$ cat src/rtl/stream_depatch.sv
// Block-to-raster re-serialiser: captures PATCH_HEIGHT x PATCH_WIDTH blocks into
// ping-pong band buffers and replays them as a raster stream PATCH_HEIGHT lines later.
module stream_depatch #(
    parameter int BIT_WIDTH    = 8,
    parameter int IMAGE_HEIGHT = 8,
    parameter int IMAGE_WIDTH  = 8,
    parameter int FRAME_HEIGHT = 10,
    parameter int FRAME_WIDTH  = 12,
    parameter int PATCH_HEIGHT = 2,
    parameter int PATCH_WIDTH  = 2
) (
    input  logic                                        clock,
    input  logic                                        rst,
    input  logic                                        enable,
    input  logic [BIT_WIDTH*PATCH_WIDTH*PATCH_HEIGHT-1:0] in_patch,
    input  logic [$clog2(FRAME_HEIGHT)-1:0]             in_vcnt,
    input  logic [$clog2(FRAME_WIDTH)-1:0]              in_hcnt,
    output logic [BIT_WIDTH-1:0]                        out_pixel,
    output logic [$clog2(FRAME_HEIGHT)-1:0]             out_vcnt,
    output logic [$clog2(FRAME_WIDTH)-1:0]              out_hcnt
);

    localparam int VW    = $clog2(FRAME_HEIGHT);
    localparam int NBX   = IMAGE_WIDTH / PATCH_WIDTH;
    localparam int DEPTH = 2 * NBX;
    localparam int AW    = $clog2(DEPTH);
    localparam int NPIX  = PATCH_HEIGHT * PATCH_WIDTH;
    localparam int SW    = (NPIX > 1) ? $clog2(NPIX) : 1;

    int               vi, hi, ovi;
    logic             capture, wr_par, rd_par, rd_hit, hit_q;
    logic [AW-1:0]    wr_addr, rd_addr;
    logic [SW-1:0]    rd_sel, sel_q;
    logic [VW-1:0]    ov;
    logic [1:0]       band_valid;
    logic [BIT_WIDTH-1:0] rd_word [NPIX];

    // Write and read addresses both live in the [parity][block column] space.
    always_comb begin
        // NOTE: every output of this block gets a value on every path, so no latch is inferred.
        vi      = int'(in_vcnt);
        hi      = int'(in_hcnt);
        ovi     = (vi + FRAME_HEIGHT - PATCH_HEIGHT) % FRAME_HEIGHT;
        ov      = VW'(ovi);
        capture = !rst && enable
                  && (vi < IMAGE_HEIGHT) && (hi < IMAGE_WIDTH)
                  && (vi % PATCH_HEIGHT == PATCH_HEIGHT - 1)
                  && (hi % PATCH_WIDTH == PATCH_WIDTH - 1);
        wr_par  = 1'((vi / PATCH_HEIGHT) % 2);
        rd_par  = 1'((ovi / PATCH_HEIGHT) % 2);
        rd_hit  = (ovi < IMAGE_HEIGHT) && (hi < IMAGE_WIDTH) && band_valid[rd_par];
        wr_addr = '0;
        rd_addr = '0;
        if (capture)
            wr_addr = AW'(int'(wr_par) * NBX + hi / PATCH_WIDTH);
        if (hi < IMAGE_WIDTH)
            rd_addr = AW'(int'(rd_par) * NBX + hi / PATCH_WIDTH);
        rd_sel  = SW'((ovi % PATCH_HEIGHT) * PATCH_WIDTH + hi % PATCH_WIDTH);
    end

    // One bank per (row, column phase) so a whole block lands in a single cycle.
    for (genvar g = 0; g < NPIX; g++) begin : g_bank
        logic [BIT_WIDTH-1:0] mem [DEPTH];
        logic [BIT_WIDTH-1:0] rd_q;

        // NOTE: RAM and its read register carry no reset; band_valid/hit_q gate stale data instead.
        always_ff @(posedge clock) begin
            if (capture)
                mem[wr_addr] <= in_patch[g*BIT_WIDTH +: BIT_WIDTH];
            if (enable && !rst)
                rd_q <= mem[rd_addr];
        end

        assign rd_word[g] = rd_q;
    end

    always_ff @(posedge clock) begin
        // NOTE: non-blocking assignments keep all state updates on the same edge order-independent.
        if (rst) begin
            out_vcnt   <= '0;
            out_hcnt   <= '0;
            hit_q      <= 1'b0;
            sel_q      <= '0;
            band_valid <= 2'b00;
        end else if (enable) begin
            out_vcnt <= ov;
            out_hcnt <= in_hcnt;
            hit_q    <= rd_hit;
            sel_q    <= rd_sel;
            if (capture)
                band_valid[wr_par] <= 1'b1;
        end
    end

    always_comb begin
        out_pixel = '0;
        if (hit_q)
            out_pixel = rd_word[sel_q];
    end

endmodule

$ cat config.mk
export PLATFORM = sky130hd
export DESIGN_NAME = stream_depatch
export DESIGN_NICKNAME = d
export VERILOG_FILES = /design/src/rtl/stream_depatch.sv
export SDC_FILE = /design/constraint.sdc
export NUM_CORES = 1
export LEC_CHECK = 0
export CAP_MARGIN = 20
export CORE_ASPECT_RATIO = 1.2
export CORE_MARGIN = 10
export CORE_UTILIZATION = 58
export DETAILED_ROUTE_END_ITERATION = 10
export GPL_TIMING_DRIVEN = 0
export PLACE_DENSITY = 0.75
export SETUP_SLACK_MARGIN = 0.02
export SYNTH_ARGS = -nofsm -noshare
export SYNTH_HDL_FRONTEND = slang
export SYNTH_SLANG_ARGS = --single-unit
$ cat constraint.sdc
create_clock -name clock -period 5.15 [get_ports clock]
set_clock_uncertainty 0.2 [all_clocks]
set_input_delay 0.7725 -clock clock [delete_from_list [all_inputs] [get_ports clock]]
set_output_delay 0.7725 -clock clock [all_outputs]
set_load 0.03 [all_outputs]
==> qor.txt, run 1 <==
run status = completed
total clock sinks = 299
cell internal pwr = 3.96 mW
first-pass GRT wire length = 45500 um
placed instance count = 1077
synthesized cell area = 12200 um^2
Initial DRT Pass Iterations = 5
Crit path arrival time = 4.03 ns
post-CTS setup buffers = 0
Die X-Extent = 152 um
delay-heaviest family, CP = buffers and inverters
Cells after Synth = 737
CTS tree = yes
grt met1 use = 26.7%
Final Instance Count excl. Fillers = 1129
DRT iter0 DRCs = 953
Synth area leader = edfxtp_1
DRT Wirelength = 29600 um
Worst path most repeated cell = nand2_1
Die ar. = 27300 um^2
Synth top area share = 70.9%
Leakage = 4.73 nW
clk slew on worst S/H paths = 0.07 ns
sequential power share = 53.4%
Worst Path Required = 5.17 ns
Crit-path slowest cell = clkdlybuf4s50_1
global routing's busiest layer = met2
NumNets Final = 883
Clock power frac = 39.0%
CP Cell Sequence = clkdlybuf4s50_1, inv_1, nand2_1, ha_1, nand2_1, o211ai_1, nand2_1, xor2_2, clkbuf_1, a211o_1, o311ai_1
drt wl/cell = 26.2 um
core box area = 20800 um^2
Clock Path Buffers = 3
most instantiated cells after synthesis = edfxtp_1, mux2i_1, nor2_1, clkbuf_1, a21oi_1
ANT cells = 0
number of distinct library cells after synthesis = 41
pin count of the biggest net entering global routing = 27
ys async rst share = 0%
Remaining DRCs = 0
antenna violations before repair = 0
flops & latches, synth = 299
clk root buf = clkbuf_16
Skew-Pair Late Insertion Delay = 0.53 ns
Final ANT Viol Nets = 0
most common cell in the netlist = edfxtp_1
vias in the first global route = 7807
Seq/Total Area, Yosys = 72.7%
Rel. slew slack = 35.1%
syn nets = 783
Setup Viol. Count Final = 0
type of origin of the critical path = input pin
setup ws final = 1.14 ns
dpl hpwl = 19400 um
Largest stage delay, worst path = 0.64 ns
syn avg cell area = 16.5 um^2
crit path buf inv count = 3
vias per cell = 6.67
dpl ws = 0.670 ns
Hold Fails Final Rpt = 0
total track usage = 21.2%
met3 usage = 3.50%
Period Utilization, post-route = 77.9%
Inserted Clock Buffers = 28
Area Growth Syn to Fin = 17.1%
share of layout cells above drive strength 1 = 10.7%
Initial Util = 58.6%
cell row count = 58
io pins = 59
Max Cap Viol = 0
Crit Path Category = in -> reg
CP Max Fanout = 10
total grt overflow = 0
Max Freq = 249 MHz
top post-synthesis cells by area = edfxtp_1, mux2i_1, a211o_1
Sw Ratio = 21.7%
P_sw = 1.10 mW
minimum clock period = 4.01 ns
Hold Buf Count CTS = 0
number of flops mapped to enable cells by yosys = 288
htree depth = 1
M2 GR Usage = 36.6%
power per standard cell area = 354 nW/um^2
CTS resizes = 0
IO Port Bufs = 56
fin. max-slew vios = 0
gpl congestion = 0.822
worst hold path type = reg -> reg
Ys Warns = 0
crit end category = register
Top FF cell, synth = edfxtp_1
vias after detailed routing = 7529
worst vdd ir = 0.280 mV
Comb pwr share = 7.6%
RSZ-0062 raised after global routing = false
Slew @ Worst Pin = 0.974 ns
Die Y = 179 um
-- routing by layer --
layer,part of all wire [%],vias up,routed length (um)
met5,0,-,0
met4,2.6,0,775
met3,8.3,72,2450
met2,50,454,14800
met1,39,3801,11500
li1,-,3202,-
-- final timing paths --
path                                          start           endpoint  slack, ns  cells after the start
worst max-delay path                     in_vcnt[3]  g_bank[0].rd_q[6]       1.14                     11
worst max register to register  g_bank[1].mem[3][4]  g_bank[1].rd_q[4]       3.51                      4
worst min register to register        band_valid[1]      band_valid[1]       0.25                      2
worst min-delay path                  band_valid[1]      band_valid[1]       0.25                      2
-- sequential cells by signal (all words and copies together), names as in the netlist --
signal,cells
hit_q,1
band_valid,2
g_bank.rd_q,32
sel_q,1
out_vcnt,4
g_bank.mem,256
out_hcnt,3
-- worst register-to-register path: cells and delay by family (launching register included) --
family | cells | cell delay [ns]
muxes | 1 | 0.18
AOI/OAI and AO/OA | 3 | 0.56
DFF | 1 | 0.39
-- power groups by stage --
| stage | sequential, mW | clock, mW | combinational (mW) |
|---|---|---|---|
| 3_5_place_dp | 2.75 | 0 | 0.379 |
| 5_1_grt | 2.70 | 2.09 | 0.409 |
| 4_1_cts | 2.70 | 1.99 | 0.382 |
| 3_3_place_gp | 2.75 | 0 | 0.365 |
| 2_1_floorplan | 2.76 | 0 | 0.209 |
| 6_report | 2.70 | 1.97 | 0.387 |
-- metrics by stage --
stage          setup TNS, ns  hold slack [ns]  instance area (um^2)  power [mW]  utilization, %
6_report                   0            0.253                 14300        5.06            68.6
5_1_grt                    0            0.277                 14300        5.20            68.6
4_1_cts                    0            0.257                 14300        5.07            68.6
3_5_place_dp               0            0.246                 13400        3.13            64.4
3_3_place_gp         -180.06            0.237                 13100        3.12            62.9
2_1_floorplan              0            0.225                 12200        2.97               -
-- cell usage in the layout (no fill, tap or decap), types with 9 or more instances in the layout --
cell type / count
edfxtp_1: 288
mux2i_1: 103
clkdlybuf4s50_1: 56
clkbuf_1: 45
nor2_1: 45
a21oi_1: 37
o22ai_1: 33
o221ai_1: 32
a211o_1: 32
clkbuf_16: 29
o311ai_1: 19
dfxtp_1: 11
buf_6: 9
o311ai_2: 9
-- final cells by class --
cell class,count,area [um^2]
Clock inverter,16,123
Clock buffer,36,752
Multi-Input combinational cell,376,3100
Timing Repair Buffer,70,816
Buffer,56,255
Tap cell,270,338
Fill cell,1324,6550
Sequential cell,299,8870
Inverter,6,22.5
-- kinds of logic (layout without fill, tap and decap cells) --
| logic type | after synthesis | after routing | synth area share [%] |
|---|---|---|---|
| buf+inv | 62 | 184 | 2.28 |
| compound gates | 176 | 176 | 11.4 |
| simple gates | 84 | 84 | 3.20 |
| fa+ha+maj | 3 | 3 | 0.308 |
| flops | 299 | 299 | 72.7 |
| xor+xnor | 2 | 2 | 0.205 |
| mux | 111 | 111 | 9.93 |
(Power assumes the default switching activity.)
==> run 2: changes to the inputs <==
==> constraint.sdc (replaced) <==
create_clock -name clock -period 3.9 [get_ports clock]
set_clock_uncertainty 0.2 [all_clocks]
set_input_delay 0.585 -clock clock [delete_from_list [all_inputs] [get_ports clock]]
set_output_delay 0.585 -clock clock [all_outputs]
set_load 0.03 [all_outputs]
==> qor.txt, run 2 (same netlist as run 1, synthesis figures left out) <==
run status = completed
commonest non-fill, non-tap cell in the layout = edfxtp_1
Leakage = 4.73 nW (about the same)
htree depth = 1 (unchanged)
Max Cap Viol = 0 (unchanged)
Largest regs = g_bank.mem x256, g_bank.rd_q x32, out_vcnt x4
worst vdd ir = 0.370 mV (+32%)
post-route cell area = 14300 um^2 (about the same)
Area Growth Syn to Fin = 17.1% (about the same)
core box area = 20800 um^2 (unchanged)
Die ar. = 27300 um^2 (unchanged)
largest reg by FF count = g_bank.mem
RSZ-0062 raised after global routing = false
CP Max Fanout = 10 (unchanged)
cell row count = 58 (unchanged)
type of origin of the critical path = input pin
first-pass GRT wire length = 45500 um (unchanged)
max FFs per register = 256 (unchanged)
ANT cells = 0 (unchanged)
pin count of the biggest net entering global routing = 27 (unchanged)
Slew @ Worst Pin = 0.980 ns (+0.00577 ns)
clk slew on worst S/H paths = 0.07 ns (about the same)
Die Y = 179 um (unchanged)
final total power = 6.68 mW (+32%)
power per standard cell area = 468 nW/um^2 (+32%)
Worst Path Required = 3.94 ns (-1.23 ns)
Clock Path Buffers = 3 (unchanged)
grt met1 use = 26.7% (unchanged)
setup ws final = 0.161 ns (-0.977 ns)
total track usage = 21.2% (unchanged)
Initial Util = 58.6% (unchanged)
vias per cell = 6.65 (-0.29%)
Placed Area = 13400 um^2 (unchanged)
worst hold path type = reg -> reg
vias in the first global route = 7807 (unchanged)
vias after detailed routing = 7507 (-0.29%)
share of layout cells above drive strength 1 = 10.8% (+0.12 points)
Inserted Clock Buffers = 28 (unchanged)
crit end category = register
Setup Viol. Count Final = 0 (unchanged)
antenna violations before repair = 0 (unchanged)
DRT Wirelength = 29500 um (-0.10%)
M2 GR Usage = 36.6% (unchanged)
IO Port Bufs = 56 (unchanged)
Skew-Pair Late Insertion Delay = 0.53 ns (about the same)
CTS tree = yes
clk root buf = clkbuf_16
NumNets Final = 883 (unchanged)
reg2reg setup slack = 2.25 ns (-1.26 ns)
met3 usage = 3.50% (unchanged)
Rel. slew slack = 34.7% (-0.38 points)
commonest cells after routing, fill and taps aside = edfxtp_1, mux2i_1, clkdlybuf4s50_1
Crit Path Category = in -> reg
minimum clock period = 3.74 ns
Crit path arrival time = 3.78 ns (-0.25 ns)
Initial DRT Pass Iterations = 6 (+1)
DRT iter0 DRCs = 951 (-0.21%)
fin. max-slew vios = 0 (unchanged)
post-CTS setup buffers = 0 (unchanged)
Max Freq = 267 MHz
global routing's busiest layer = met2
Final ANT Viol Nets = 0 (unchanged)
Die X-Extent = 152 um (unchanged)
dpl hpwl = 19400 um (unchanged)
gpl congestion = 0.822 (unchanged)
total clock sinks = 299 (unchanged)
dpl ws = -0.392 ns (-1.06 ns)
io pins = 59 (unchanged)
total grt overflow = 0 (unchanged)
Hold Fails Final Rpt = 0 (unchanged)
Remaining DRCs = 0 (unchanged)
drt wl/cell = 26.2 um (-0.10%)
Period Utilization, post-route = 95.9%
[run 2: cell count changes in the layout (fill, tap and decap cells not counted)]
cell | before | now
clkbuf_2 | 0 | 1
clkbuf_1 | 45 | 44
[run 2: metrics by stage]
stage	hold WS [ns]	util (%)	setup TNS, ns	cells
after global routing	0.277	68.6	0	1129
final	0.253	68.6	0	1129
after global placement	0.237	62.9	-454.25	1063
after floorplan	0.225	-	-18.47	737
after CTS	0.257	68.6	0	1129
after detailed placement	0.246	64.4	-7.10	1077
[run 2: metal layers]
| metal | share of wire [%] | wire length, um | vias to the layer above |
|---|---|---|---|
| li1 | - | - | 3203 |
| met1 | 39 | 11500 | 3772 |
| met2 | 50 | 14800 | 466 |
| met3 | 8.4 | 2480 | 66 |
| met4 | 2.5 | 741 | 0 |
| met5 | 0 | 0 | - |
[run 2: path summary, 6_finish.rpt]
kind,to,startpoint,cells after the start
hold reg to reg,band_valid[1],band_valid[1],2
hold / removal,band_valid[1],band_valid[1],2
setup / recovery,g_bank[3].rd_q[2],in_vcnt[3],11
setup reg to reg,g_bank[1].rd_q[4],g_bank[1].mem[3][4],4
[run 2: cell type report]
class,count,area (um^2)
fill,1323,6550
sequential,299,8870
buffer,56,256
clock buffer,36,752
multi-input combinational,376,3100
inverter,6,22.5
clock inverter,16,123
timing repair buffer,70,816
tap,270,338
[run 2: critical path, cell delays in order]
cell and delay, ns:
clkdlybuf4s50_1 0.64, inv_1 0.16, nand2_1 0.13, ha_1 0.27, nand2_1 0.08, o211ai_1 0.33
nand2_1 0.17, xor2_2 0.50, clkbuf_1 0.54, a211o_1 0.24, o311ai_2 0.13
[run 2: power breakdown]
part | leakage [nW] | switching (mW) | total (mW) | internal [mW]
registers | 2.69 | 0.0107 | 3.57 | 3.56
clock network | 0.426 | 1.12 | 2.61 | 1.49
logic | 1.61 | 0.320 | 0.511 | 0.192
total | 4.73 | 1.45 | 6.68 | 5.23
[run 2: repair_timing]
action	CTS	global route
resized for setup	0	2
setup endpoints to repair	0	4
hold buffers	0	0
